==> src/rtl/rf_write_arbiter.sv <==
// Register-file write arbiter: two writeback requesters (ALU, memory load),
// each with a one-entry holding buffer, round-robin arbitration between full
// buffers, and a registered register-file write port. Writes to register 0
// are dropped and counted in a saturating counter.
module rf_write_arbiter #(
  parameter int N = 32
) (
  input  logic         clk,
  input  logic         reset,
  input  logic         flush_i,
  input  logic         req0_valid_i,
  input  logic [4:0]   req0_addr_i,
  input  logic [N-1:0] req0_data_i,
  output logic         req0_ready_o,
  input  logic         req1_valid_i,
  input  logic [4:0]   req1_addr_i,
  input  logic [N-1:0] req1_data_i,
  output logic         req1_ready_o,
  output logic         Reg_Write_o,
  output logic [4:0]   Write_Register_o,
  output logic [N-1:0] Write_Data_o,
  output logic [1:0]   grant_o,
  output logic [7:0]   zero_drop_cnt_o,
  output logic         busy_o
);

  // Holding buffers
  logic         full0_q, full0_d;
  logic [4:0]   addr0_q, addr0_d;
  logic [N-1:0] data0_q, data0_d;
  logic         full1_q, full1_d;
  logic [4:0]   addr1_q, addr1_d;
  logic [N-1:0] data1_q, data1_d;

  // Round-robin pointer: 1 means requester 1 was granted most recently
  logic         rr_q, rr_d;

  // Registered output stage
  logic         reg_write_q, reg_write_d;
  logic [4:0]   wr_addr_q, wr_addr_d;
  logic [N-1:0] wr_data_q, wr_data_d;
  logic [1:0]   grant_q, grant_d;
  logic [7:0]   zero_cnt_q, zero_cnt_d;

  // Combinational arbitration and handshake
  logic         gnt0_s, gnt1_s;
  logic         ready0_s, ready1_s;
  logic         acc0_s, acc1_s;
  logic [4:0]   sel_addr_s;
  logic [N-1:0] sel_data_s;

  // Grant the lone full buffer, or on a tie the requester not granted last
  always_comb begin
    gnt0_s = full0_q & (~full1_q | rr_q);
    gnt1_s = full1_q & (~full0_q | ~rr_q);
  end

  // Ready when the buffer is free or drains this cycle; never during flush or reset
  always_comb begin
    ready0_s = ~reset & ~flush_i & (~full0_q | gnt0_s);
    ready1_s = ~reset & ~flush_i & (~full1_q | gnt1_s);
    acc0_s   = req0_valid_i & ready0_s;
    acc1_s   = req1_valid_i & ready1_s;
  end

  // Mux the granted buffer toward the output stage
  always_comb begin
    if (gnt1_s) begin
      sel_addr_s = addr1_q;
      sel_data_s = data1_q;
    end else begin
      sel_addr_s = addr0_q;
      sel_data_s = data0_q;
    end
  end

  // Holding-buffer next state: refill on accept, drain on grant, clear on flush
  always_comb begin
    full0_d = full0_q;
    addr0_d = addr0_q;
    data0_d = data0_q;
    full1_d = full1_q;
    addr1_d = addr1_q;
    data1_d = data1_q;
    if (flush_i) begin
      full0_d = 1'b0;
      full1_d = 1'b0;
    end else begin
      if (acc0_s) begin
        full0_d = 1'b1;
        addr0_d = req0_addr_i;
        data0_d = req0_data_i;
      end else if (gnt0_s) begin
        full0_d = 1'b0;
      end else begin
        full0_d = full0_q;
      end
      if (acc1_s) begin
        full1_d = 1'b1;
        addr1_d = req1_addr_i;
        data1_d = req1_data_i;
      end else if (gnt1_s) begin
        full1_d = 1'b0;
      end else begin
        full1_d = full1_q;
      end
    end
  end

  // Output stage and pointer next state; a flush suppresses the pending grant entirely
  always_comb begin
    rr_d        = rr_q;
    reg_write_d = 1'b0;
    wr_addr_d   = wr_addr_q;
    wr_data_d   = wr_data_q;
    grant_d     = 2'b00;
    zero_cnt_d  = zero_cnt_q;
    if (~flush_i && (gnt0_s || gnt1_s)) begin
      rr_d      = gnt1_s;
      wr_addr_d = sel_addr_s;
      wr_data_d = sel_data_s;
      grant_d   = {gnt1_s, gnt0_s};
      if (sel_addr_s != 5'd0) begin
        reg_write_d = 1'b1;
      end else if (zero_cnt_q != 8'hFF) begin
        zero_cnt_d = zero_cnt_q + 8'd1;
      end else begin
        zero_cnt_d = zero_cnt_q;
      end
    end else begin
      rr_d = rr_q;
    end
  end

  // State registers with synchronous reset; pointer resets to 1 so requester 0 wins the first tie
  always_ff @(posedge clk) begin
    if (reset) begin
      full0_q     <= 1'b0;
      addr0_q     <= 5'd0;
      data0_q     <= '0;
      full1_q     <= 1'b0;
      addr1_q     <= 5'd0;
      data1_q     <= '0;
      rr_q        <= 1'b1;
      reg_write_q <= 1'b0;
      wr_addr_q   <= 5'd0;
      wr_data_q   <= '0;
      grant_q     <= 2'b00;
      zero_cnt_q  <= 8'd0;
    end else begin
      full0_q     <= full0_d;
      addr0_q     <= addr0_d;
      data0_q     <= data0_d;
      full1_q     <= full1_d;
      addr1_q     <= addr1_d;
      data1_q     <= data1_d;
      rr_q        <= rr_d;
      reg_write_q <= reg_write_d;
      wr_addr_q   <= wr_addr_d;
      wr_data_q   <= wr_data_d;
      grant_q     <= grant_d;
      zero_cnt_q  <= zero_cnt_d;
    end
  end

  // Output drive; busy is derived purely from flops
  always_comb begin
    req0_ready_o     = ready0_s;
    req1_ready_o     = ready1_s;
    Reg_Write_o      = reg_write_q;
    Write_Register_o = wr_addr_q;
    Write_Data_o     = wr_data_q;
    grant_o          = grant_q;
    zero_drop_cnt_o  = zero_cnt_q;
    busy_o           = full0_q | full1_q | (grant_q != 2'b00);
  end

endmodule

==> config.mk <==
export PLATFORM = sky130hd
export DESIGN_NAME = rf_write_arbiter
export DESIGN_NICKNAME = d
export VERILOG_FILES = /design/src/rtl/rf_write_arbiter.sv
export SDC_FILE = /design/constraint.sdc
export NUM_CORES = 1
export LEC_CHECK = 0
export ABC_AREA = 1
export CAP_MARGIN = 30
export CORE_MARGIN = 3
export CORE_UTILIZATION = 30
export DETAILED_ROUTE_END_ITERATION = 10
export RECOVER_POWER = 25
export SYNTH_ARGS = -nofsm -noshare
export SYNTH_HDL_FRONTEND = slang
export SYNTH_SLANG_ARGS = --single-unit
export TNS_END_PERCENT = 20
==> constraint.sdc <==
create_clock -name clk -period 1.3 [get_ports clk]
set_input_delay 0.26 -clock clk [delete_from_list [all_inputs] [get_ports clk]]
set_output_delay 0.26 -clock clk [all_outputs]
set_load 0.02 [all_outputs]
; ---- Word-level counts from Yosys, hierarchy flattened
; Cells that the tools add are included.
[word_totals]
register_bits = 125
inputBits = 79
[op_classes]
reduce_logical = 11
n_eq_ne = 1
n_addsub = 1
mux = 7
bitwise = 20
[op_table]
columns = op, count
row1 = $mux W32, 1
row2 = $add A8 B1 Y8 const B, 1
row3 = $ne A8 B8 Y1 const B, 1
row4 = $and A1 B1 Y1, 7
row5 = $not A1 Y1, 7
row6 = $or A1 B1 Y1, 6
row7 = $reduce_bool A2 Y1, 3
row8 = $mux W1, 5
row9 = $mux W5, 1
row10 = $reduce_bool A5 Y1, 1
row11 = $reduce_and A2 Y1, 2
row12 = $reduce_or A2 Y1, 2
row13 = $reduce_and A3 Y1, 1
row14 = $logic_and A1 B1 Y1, 1
row15 = $logic_or A1 B1 Y1, 1

; ---- Logic depth before layout (Yosys ltp)
[logic_depth]
ltp_word = 7
mapped_depth = 11
depth_no_buf = 10

; ---- Worst setup path before layout
; Ideal clock, no wire load.
[synth_timing]
path_kind = flip-flop to flip-flop
start = register zero_cnt_q[1], in the netlist zero_drop_cnt_o[1]
end = register zero_cnt_q[7], in the netlist zero_drop_cnt_o[7]
period_less_slack_ps = 1415
path_stages_with_launch = 11
path_slack_ps = -115
arrival_ps = 1287
path_cell_list = dfxtp_1 ha_1 nand2_1 nor2_1 nand2_1 nand3_1 nor2_1 nand3_1 nand2_1 nand2_1 nor2_1
[synth_via]
elab_chain_cells = 2
[synth_rtl]
columns = element, line
row1 = "start, declared", 43  ; logic [7:0] zero_cnt_q, zero_cnt_d;
row2 = "start signal, assigned", 162  ; zero_cnt_q <= zero_cnt_d;
row3 = "parallel branches: the longest is 2 deep, another holds $add A8 B1 Y8", --
; Parallel ways; which one is timed is not known.
; A chain may end at the register's enable or synchronous reset.

; ---- Final worst setup path
[layout_timing]
start = register full1_q
end = output req0_ready_o
[layout_via]
elab_chain_cells = 5
[layout_rtl]
columns = element, line
row1 = "start, declared", 31  ; logic full1_q, full1_d;
row2 = "start signal, assigned", 154  ; full1_q <= full1_d;
row3 = $not A1 Y1, 54  ; gnt0_s = full0_q & (~full1_q | rr_q);
row4 = $or A1 B1 Y1, 54
row5 = $and A1 B1 Y1, 54
row6 = $or A1 B1 Y1, 60  ; ready0_s = ~reset & ~flush_i & (~full0_q | gnt0_s);
row7 = $and A1 B1 Y1, 60
row8 = "end, declared", 14  ; output logic req0_ready_o,
; Every way passes these cells.

==> results.toml <==
[global_route]
grt_antenna_before_repair = 0
grt_pass1_wl_um = 22600
grtUsageTotal = 0.151
first_global_vias = 4492
pin_count_of_the_biggest_net_entering_global_routing = 42
overflow = 0

[timing]
slew_at_the_pin_closest_to_its_max_slew_limit_ps = 482
period_minus_slack_ps = 1510
finalHoldViolations = 0
setup_viol_count_final = 121
unrepaired_setup_endpoints_after_global_routing = "yes"
f_max_mhz = 662
fin_worst_skew_ps = 8.94
max_slew_margin = 0.679
number_of_pins_exceeding_their_max_slew_limit_in_the_final_report = 0
final_min_period_over_clock_period = 1.16
post-route-worst-setup-slack_ps = -211
hold_slack_ps = 348

[outcome]
violations = "negative setup slack"
status = "complete, but fails checks"

[detailed_routing]
post_drt_wl_per_cell_um = 15.7
first_pass_iters = 5
post-route-drc-count = 0
routed_wl_um = 16600
final_antenna_net_count = 0
via_per_inst = 4.72
dr_total_vias = 4978
count_of_routing_violations_after_the_opening_detailed_route_iteration = 189

[clock_tree]
cts_hold_repair.buffers = 0
cts.sinks = 125
cts.root.buffer_cell = "sky130_fd_sc_hd__clkbuf_16"
worst_setup_hold_path_clk_slew_ps = 60
cts_tree = "done"
worstSkewPairLatency_ps = 420
clock_path_buffers = 2
htree_num_levels = 4
tritoncts.num_buffers = 17

[floorplanning]
fp.dieW_um = 138
rows = 47
design.core.area_sq_um = 16800
start_util = 0.310
die_height_um = 138
die_area_sq_um = 19000
design.portCount = 130

[synth]
synth_cells = 651
yosys.area.top_type = "sky130_fd_sc_hd__dfxtp_1"
proportion_of_synthesized_flip_flops_having_asynchronous_set_or_reset = 0
synth.lib_cells_used.distinct = 25
post-synth-top-count-cell = "sky130_fd_sc_hd__dfxtp_1"
yosysTopAreaCellShare = 0.480
post_synth_instance_area_sq_um = 5220
synth.avg_cell_area_sq_um = 8.01
number_of_warnings_printed_during_yosys_synthesis = 0
ys_top_cells_by_area = "sky130_fd_sc_hd__dfxtp_1 (48%), sky130_fd_sc_hd__a21oi_1 (7.8%), sky130_fd_sc_hd__nand2_1 (7.8%)"
yosys-top-cells-count = "sky130_fd_sc_hd__dfxtp_1 (125), sky130_fd_sc_hd__nand2_1 (108), sky130_fd_sc_hd__inv_1 (88)"
synth_seq_cells = 125
synth_edf_count = 0
synth_ff_type = "sky130_fd_sc_hd__dfxtp_1"
synth_seq_area_share = 0.480
net_count_of_the_mapped_netlist = 731

[worst_setup_path]
worst-r2r-cell-count = 10
setup.worst_path.start_class = "flip-flop"
setup.reg_to_reg.worst_slack_ps = -210
crit-reg2reg-launch = "full0_q"
worstPathMaxFanout = 3
crit_path_end_kind = "output pin"
critical_setup_path_class = "reg -> out"
timing.critical_path.required_ps = 1040
reg2reg_to = "zero_drop_cnt_o[4]"
worstPathArrival_ps = 1250

[power]
comb_power_share = 0.108
total_power_w = 0.00982
seqPwrFrac = 0.409
total_leakage_power_nw = 3.30
clockPowerShare = 0.483
power-per-cell-area_nw_per_um2 = 1230
net_switching_w = 0.00235
power.internal_w = 0.00747
power_switching_share = 0.239
power.ir.vdd_worst_mv = 0.877

[placement]
post_dp_cell_area_sq_um = 6980
port-buffer-count = 129
finalWeightedCongestion = 0.783
dp_hpwl_um = 9820

[finish]
finish.utilization = 0.473
multi_input_comb_area_sq_um = 2270
final_layout_size_suffix_gt1_frac = 0.277
num-nets-final = 902
syn2layout_area_growth_pct = 52.6
antenna_cells = 0
fillers = 1678
final_cell_area_sq_um = 7960
regArea_sq_um = 2520

[run]
maxCapViolations = 0

[hold_path]
min_path_type = "in -> reg"
source_of_the_worst_hold_timing_path = "reset"
holdPathEnd = "full0_q"
timing.hold.worst_path_depth = 5
[worst max path at each step]
| stage | start | end |
|---|---|---|
| after floorplan | full0_q | Write_Data_o[23] |
| after global placement | flush_i | req1_ready_o |
| after detailed placement | flush_i | req1_ready_o |
| after CTS | full1_q | req0_ready_o |
| after global routing | full0_q | zero_drop_cnt_o[4] |
| final | full1_q | req0_ready_o |
[worst max-delay path: stages, from the launching register on]
cell,delay [ps]
sky130_fd_sc_hd__dfxtp_4,370
sky130_fd_sc_hd__inv_2,60
sky130_fd_sc_hd__nor2_4,90
sky130_fd_sc_hd__nand2_2,80
sky130_fd_sc_hd__nand2_2,60
sky130_fd_sc_hd__inv_2,50
sky130_fd_sc_hd__buf_6,120
[through the flow]
stage / setup TNS (ps) / instances / setup slack (ps)
final: -11830 / 1055 / -211
after global routing: -22450 / 1055 / -308
after CTS: -14050 / 1034 / -278
after detailed placement: -64670 / 1000 / -721
after global placement: -63550 / 1000 / -734
after floorplan: -356 / 651 / -23.9
[per-layer routing]
layer	vias to the layer above	global-route usage	share of wire
li1	2514	-	-
met5	-	0	0
met1	2334	0.197	0.47
met4	0	0.0521	0.0089
met3	8	0.0383	0.050
met2	122	0.243	0.48
[registers in the layout (all words and copies together), names as in the netlist]
signal            flops
full1_q               1
addr0_q               5
data1_q              32
Write_Data_o         32
Reg_Write_o           1
addr1_q               5
zero_drop_cnt_o       8
data0_q              32
rr_q                  1
full0_q               1
grant_o               2
Write_Register_o      5
[layout by cell type, fill, tap and decap left out, types with 3 or more instances in the layout]
| cell | instances |
|---|---|
| sky130_fd_sc_hd__a21oi_1 | 81 |
| sky130_fd_sc_hd__buf_12 | 10 |
| sky130_fd_sc_hd__buf_2 | 42 |
| sky130_fd_sc_hd__buf_4 | 35 |
| sky130_fd_sc_hd__buf_6 | 16 |
| sky130_fd_sc_hd__clkbuf_1 | 3 |
| sky130_fd_sc_hd__clkbuf_16 | 26 |
| sky130_fd_sc_hd__clkdlybuf4s15_2 | 6 |
| sky130_fd_sc_hd__clkdlybuf4s50_1 | 77 |
| sky130_fd_sc_hd__clkinv_2 | 5 |
| sky130_fd_sc_hd__dfxtp_1 | 120 |
| sky130_fd_sc_hd__dfxtp_4 | 5 |
| sky130_fd_sc_hd__inv_1 | 87 |
| sky130_fd_sc_hd__inv_2 | 7 |
| sky130_fd_sc_hd__nand2_1 | 91 |
| sky130_fd_sc_hd__nand2_2 | 17 |
| sky130_fd_sc_hd__nand2_4 | 3 |
| sky130_fd_sc_hd__nand3_1 | 42 |
| sky130_fd_sc_hd__nand3_2 | 5 |
| sky130_fd_sc_hd__nand4_1 | 5 |
| sky130_fd_sc_hd__nor2_1 | 18 |
| sky130_fd_sc_hd__nor2_4 | 5 |
| sky130_fd_sc_hd__nor3_1 | 3 |
| sky130_fd_sc_hd__o211ai_1 | 44 |
| sky130_fd_sc_hd__o211ai_2 | 19 |
| sky130_fd_sc_hd__o21ai_0 | 3 |
| sky130_fd_sc_hd__o21ai_1 | 28 |
| sky130_fd_sc_hd__o21ai_2 | 16 |
[power by group through the flow]
stage               clock, W  combinational (W)  sequential [W]
floorplan                  0           0.000397         0.00412
global placement           0           0.000920         0.00409
detailed placement         0           0.000926         0.00410
CTS                  0.00482           0.000938         0.00401
global route         0.00497            0.00115         0.00402
finish               0.00474            0.00106         0.00401
[layout make-up]
| type | instances | area share |
|---|---|---|
| clock buffer | 22 | 0.0597 |
| clock inverter | 10 | 0.0140 |
| inverter | 95 | 0.0451 |
| multi-input combinational | 386 | 0.285 |
| sequential | 125 | 0.317 |
| tap | 220 | 0.0346 |
| timing repair buffer | 197 | 0.245 |
[cells by family after synthesis]
family	count (synthesis)	share of synthesized area
buf+inv	141	0.124
simple gates	191	0.160
xor+xnor	1	0.00168
compound gates	192	0.233
fa+ha+maj	1	0.00240
flops	125	0.480
[repair_timing]
| item | in CTS | in global routing |
|---|---|---|
| setup endpoints to repair | 172 | 152 |
| buffers inserted | 2 | 10 |
| pin swaps | 3 | 34 |
| cloned | 0 | 11 |
| gates resized for setup | 217 | 85 |
No activity file was read; power rests on OpenSTA's default activity.
